--- src/rtl/rol_pkg.sv ---
// Shared types and default sizing for the sequential rotate-left unit.
package rol_pkg;

  localparam int ROL_N = 32;
  localparam int ROL_M = $clog2(ROL_N);

  typedef enum logic [1:0] {IDLE, RUN, DONE} rol_state_t;

endpackage

--- src/rtl/rol_stage.sv ---
// One log-shifter stage: rotates left by 2^K when en is set, else passes through.
module rol_stage #(
  parameter int N = 32,
  parameter int K = 0
) (
  input  logic [N-1:0] acc_i,
  input  logic         en,
  output logic [N-1:0] acc_o
);

  localparam int S = 1 << K;

  assign acc_o = en ? {acc_i[N-1-S:0], acc_i[N-1:N-S]} : acc_i;

endmodule

--- src/rtl/rol_seq.sv ---
// Sequential rotate-left, one log-shifter stage per cycle, fixed latency.
// Optional macro ROL_SEQ_CARRY_EN adds a registered shifter carry output.
module rol_seq
  import rol_pkg::*;
#(
  parameter int N = ROL_N,
  parameter int M = $clog2(N)
) (
  input  logic         clk,
  input  logic         rst_n,
  input  logic         start,
  input  logic [N-1:0] a,
  input  logic [M-1:0] b,
  output logic         ready,
  output logic         busy,
  output logic         done,
  output logic [N-1:0] c
`ifdef ROL_SEQ_CARRY_EN
  ,
  output logic         carry
`endif
);

  // Handshake: a request is accepted on any rising edge where start=1 and
  // ready=1; start is ignored otherwise. done pulses for one cycle and c is
  // valid from that cycle until the next accepted request.

  localparam int unsigned K_LAST = M - 1;

  rol_state_t   state_q, state_d;
  logic [N-1:0] acc_q, acc_d;
  logic [M-1:0] amt_q, amt_d;
  logic [M-1:0] k_q, k_d;
  logic [N-1:0] c_q, c_d;

  logic [N-1:0] stage_out [M];
  logic [N-1:0] stage_sel;

  for (genvar g = 0; g < M; g++) begin : g_stage
    rol_stage #(.N(N), .K(g)) u_stage (
      .acc_i (acc_q),
      .en    (amt_q[g]),
      .acc_o (stage_out[g])
    );
  end

  always_comb begin
    stage_sel = acc_q;
    for (int i = 0; i < M; i++) begin
      if (k_q == i[M-1:0]) stage_sel = stage_out[i];
    end
  end

  always_comb begin
    state_d = state_q;
    acc_d   = acc_q;
    amt_d   = amt_q;
    k_d     = k_q;
    c_d     = c_q;
    unique case (state_q)
      IDLE, DONE: begin
        if (start) begin
          acc_d   = a;
          amt_d   = b;
          k_d     = '0;
          state_d = RUN;
        end else begin
          state_d = IDLE;
        end
      end
      RUN: begin
        acc_d = stage_sel;
        k_d   = k_q + 1'b1;
        if (k_q == K_LAST[M-1:0]) begin
          k_d     = '0;
          c_d     = stage_sel;
          state_d = DONE;
        end
      end
      default: state_d = IDLE;
    endcase
  end

  always_ff @(posedge clk or negedge rst_n) begin
    if (!rst_n) begin
      state_q <= IDLE;
      acc_q   <= '0;
      amt_q   <= '0;
      k_q     <= '0;
      c_q     <= '0;
    end else begin
      state_q <= state_d;
      acc_q   <= acc_d;
      amt_q   <= amt_d;
      k_q     <= k_d;
      c_q     <= c_d;
    end
  end

  assign ready = (state_q == IDLE) || (state_q == DONE);
  assign busy  = (state_q == RUN);
  assign done  = (state_q == DONE);
  assign c     = c_q;

`ifdef ROL_SEQ_CARRY_EN
  logic carry_q, carry_d;

  // A zero rotate leaves the carry untouched, matching ARM shifter semantics.
  always_comb begin
    carry_d = carry_q;
    if (state_q == RUN && k_q == K_LAST[M-1:0] && amt_q != '0) begin
      carry_d = stage_sel[0];
    end
  end

  always_ff @(posedge clk or negedge rst_n) begin
    if (!rst_n) carry_q <= 1'b0;
    else        carry_q <= carry_d;
  end

  assign carry = carry_q;
`endif

endmodule

--- config.mk ---
export PLATFORM = sky130hd
export DESIGN_NAME = rol_seq
export DESIGN_NICKNAME = d
export VERILOG_FILES = /design/src/rtl/rol_pkg.sv /design/src/rtl/rol_stage.sv /design/src/rtl/rol_seq.sv
export SDC_FILE = /design/constraint.sdc
export NUM_CORES = 1
export LEC_CHECK = 0
export ABC_AREA = 1
export CORE_ASPECT_RATIO = 0.9
export CORE_UTILIZATION = 55
export CTS_CLUSTER_DIAMETER = 120
export DETAILED_ROUTE_END_ITERATION = 7
export GPL_ROUTABILITY_DRIVEN = 0
export PLACE_DENSITY = 0.86
export SLEW_MARGIN = 20
export SYNTH_ARGS = -nofsm -noshare
export SYNTH_HDL_FRONTEND = slang
export SYNTH_SLANG_ARGS = --single-unit
--- constraint.sdc ---
create_clock -name clk -period 2 [get_ports clk]
set_clock_uncertainty 0.05 [all_clocks]
set_input_delay 0.2 -clock clk [delete_from_list [all_inputs] [get_ports clk]]
set_output_delay 0.2 -clock clk [all_outputs]
set_load 0.005 [all_outputs]
==> metrics.yaml <==
status:
  status: "finished, violations left"
  violations: "DRC"
logic_synthesis:
  synth-edff-count: 0
  synth.distinct_cells: 24
  ys_seq_elements: 76
  yosys_warnings: 0
  syn_area_per_cell_um2: 5.73
  netlist_area_um2: 6550
  synthAdderAreaFrac: 0.00765
  synthFlopType: "dfrtp_1"
  synth_top_family_by_area: "simple AND/OR/NAND/NOR gates"
  ys_seq_area_frac: 0.291
  synth_fp_nets: 1186
  syn_inst: 1142
  synthArstFlopShare: 1.00
  synthSimpleGateAreaFrac: 0.362
  synth_xor_area_frac: 0.00268
  synth.area.mux_share: 0.00688
  synth_compound_area_frac: 0.223
drt:
  routedWlPerCell_um: 17.0
  post-route-drc-count: 1
  vias_per_cell: 5.98
  first_pass_iters: 8
  vias: 7843
  drt_wl_total_um: 22400
  drtIter0Drc: 1197
  ant_nets: 0
timing:
  final-hold-violation-count: 0
  report.final.slew_viol_count: 0
  slew_headroom: 0.582
  max_freq_mhz: 531
  finalSetupViolCount: 0
  setup_slack_ns: 0.116
  min_period_ns: 1.88
  tightest_slew_ns: 0.628
  finalCritPeriodShare: 0.942
placed_design:
  pre_cts_ws_ns: 0.0409
  dp_hpwl_um: 12900
  place_area_um2: 7290
  port_buffers: 74
run:
  drv_cap: 0
die:
  coreArea_um2: 11500
  num_rows: 37
  io-pin-count: 75
  die_w_um: 117
  die_h_um: 106
  initial_utilization: 0.568
  die-area_um2: 12300
clock_network:
  cts.sinks: 76
  cts_made_buffers: 9
  clock_latency_ns: 0.35
  htreeDepth: 3
  cts_tree: "built"
  cts_root_buf: "clkbuf_16"
  cts.clk_slew.worst_paths_ns: 0.07
  cts_buffer_depth: 2
worst_setup_path:
  crit_cells: 3
  startpoint: "state_q[0]$_DFFE_PN0P_"
  worstSetupPathType: "reg -> out"
  rr_startpoint: "k_q[1]$_DFFE_PN0P_"
  crit_end: "busy"
  crit_chain: "inv_1, nor2_4, clkdlybuf4s50_1"
  rrSetupSlack_ns: 0.15
  critPathTopFamily: "buffers and inverters"
  reg2reg_to: "acc_q[5]$_DFFE_PN0P_"
  crit_path_end_kind: "output port"
  arrival_ns: 1.63
  critical-path-max-stage-delay_ns: 0.57
  cp_max_fo: 6
  start_kind: "register"
  reg2reg_depth: 12
  cpMaxStageDelayCell: "clkdlybuf4s50_1"
  worst-path-buf-inv: 2
  required_ns: 1.75
power_and_ir_drop:
  vdd_drop_max_mv: 1.47
  leakagePower_nw: 3.78
  powerDensity_nw_per_um2: 2140
  switching_share: 0.539
  seq_power_share: 0.225
  combPwrFrac: 0.676
  switchingPower_w: 0.00892
  power_frac_clock: 0.099
  intPower_w: 0.00762
layout:
  diodes: 0
  final_common_cell: "nand2_1"
  drive_above_1_share: 0.0623
  fin_nets: 1195
  layout_common_cells: "nand2_1, o21ai_0, nor2_1"
  fill_cells: 1007
  areaGrowthSynthToFinish_pct: 18.3
  postLayoutCellArea_um2: 7750
global_route:
  grt_max_degree: 66
  grt_pass1_vias: 6965
  gr-usage-all-layers: 0.363
  antenna_found_initial: 0
  grt-ovfl-total: 0
  grt_pass1_wl_um: 34800
hold_path:
  hold_path.class: "in -> async"
==> worst min-delay path by stage <==
stage / to / cells after the start / slack [ns] / start
after global routing: amt_q[4]$_DFFE_PN0P_ / 2 / 0.42 / b[4]
after floorplan: acc_q[0]$_DFFE_PN0P_ / 0 / -0.15 / rst_n
after global placement: acc_q[1]$_DFFE_PN0P_ / 1 / 0.20 / rst_n
final: acc_q[13]$_DFFE_PN0P_ / 2 / 0.36 / rst_n
after detailed placement: k_q[4]$_DFFE_PN0P_ / 1 / 0.20 / rst_n
after CTS: acc_q[4]$_DFFE_PN0P_ / 2 / 0.38 / rst_n
==> state kept, by name, summed over array words and instances, names as in the netlist <==
signal	flops
amt_q	5
k_q	5
acc_q	32
c	32
state_q	2
==> repair_timing <==
item,CTS,global route
resized for setup,0,17
hold buffers,1,0
endpoints found under the hold margin,38,0
setup endpoints to repair,0,50
setup buffers,0,2
==> cells in the mapped netlist, types with 2 or more instances <==
| master | n | area share |
|---|---|---|
| inv_2 | 5 | 0.0029 |
| buf_6 | 4 | 0.0069 |
| clkbuf_1 | 46 | 0.026 |
| mux2_2 | 4 | 0.0069 |
| buf_2 | 47 | 0.036 |
| inv_1 | 42 | 0.024 |
| ha_1 | 4 | 0.0076 |
| a21oi_1 | 124 | 0.095 |
| nand3_1 | 37 | 0.028 |
| buf_4 | 5 | 0.0057 |
| o22ai_1 | 3 | 0.0029 |
| nor2_1 | 161 | 0.092 |
| dfrtp_1 | 76 | 0.29 |
| clkbuf_2 | 5 | 0.0038 |
| nand2_1 | 404 | 0.23 |
| nand2_2 | 3 | 0.0029 |
| nor2_4 | 2 | 0.0034 |
| nor2_2 | 2 | 0.0019 |
| o21ai_0 | 163 | 0.12 |
==> final cells by class <==
type                            instances  area (um^2)  area share
Clock inverter                          6         55.1     0.00711
Multi-Input combinational cell        911         3980       0.513
Clock buffer                           10          229      0.0296
Tap cell                              156          195      0.0252
Inverter                               48          195      0.0252
Sequential cell                        76         1900       0.246
Timing Repair Buffer                  103         1170       0.151
Timing Repair inverter                  2         20.0     0.00258
==> metrics by stage <==
| stage | hold WS (ns) | power [W] | TNS, ns | std cells | utilization |
|---|---|---|---|---|---|
| global placement | 0.199 | 0.0138 | 0 | 1288 | 0.632 |
| global route | 0.421 | 0.0180 | -0.00280 | 1312 | 0.672 |
| CTS | 0.384 | 0.0157 | 0 | 1305 | 0.658 |
| finish | 0.361 | 0.0165 | 0 | 1312 | 0.672 |
| detailed placement | 0.198 | 0.0140 | 0 | 1288 | 0.632 |
| floorplan | -0.146 | 0.0109 | 0 | 1142 | - |
==> per-layer routing <==
layer / vias to the layer above / track usage / wire (um)
met5: - / 0 / 0
met4: 0 / 0.184 / 1060
met3: 129 / 0.0661 / 3050
met2: 599 / 0.548 / 9550
met1: 3455 / 0.495 / 8710
li1: 3660 / - / -
==> power groups by stage <==
stage / Sequential [W] / Combinational (W) / Clock [W]
after floorplan: 0.00271 / 0.00816 / 0
after global placement: 0.00363 / 0.0101 / 0
after detailed placement: 0.00364 / 0.0103 / 0
after CTS: 0.00362 / 0.0104 / 0.00163
after global routing: 0.00377 / 0.0125 / 0.00169
final: 0.00373 / 0.0112 / 0.00164
==> logic make-up (layout without fill, tap and decap cells) <==
logic type | count (synthesis) | after routing
adder cells (fa/ha/maj) | 4 | 4
buffers and inverters | 155 | 169
flip-flops | 76 | 76
AND/OR/NAND/NOR | 610 | 610
XOR/XNOR | 2 | 2
AO/OA/AOI/OAI | 291 | 291
multiplexers | 4 | 4
No activity file was read; power rests on OpenSTA's default activity.
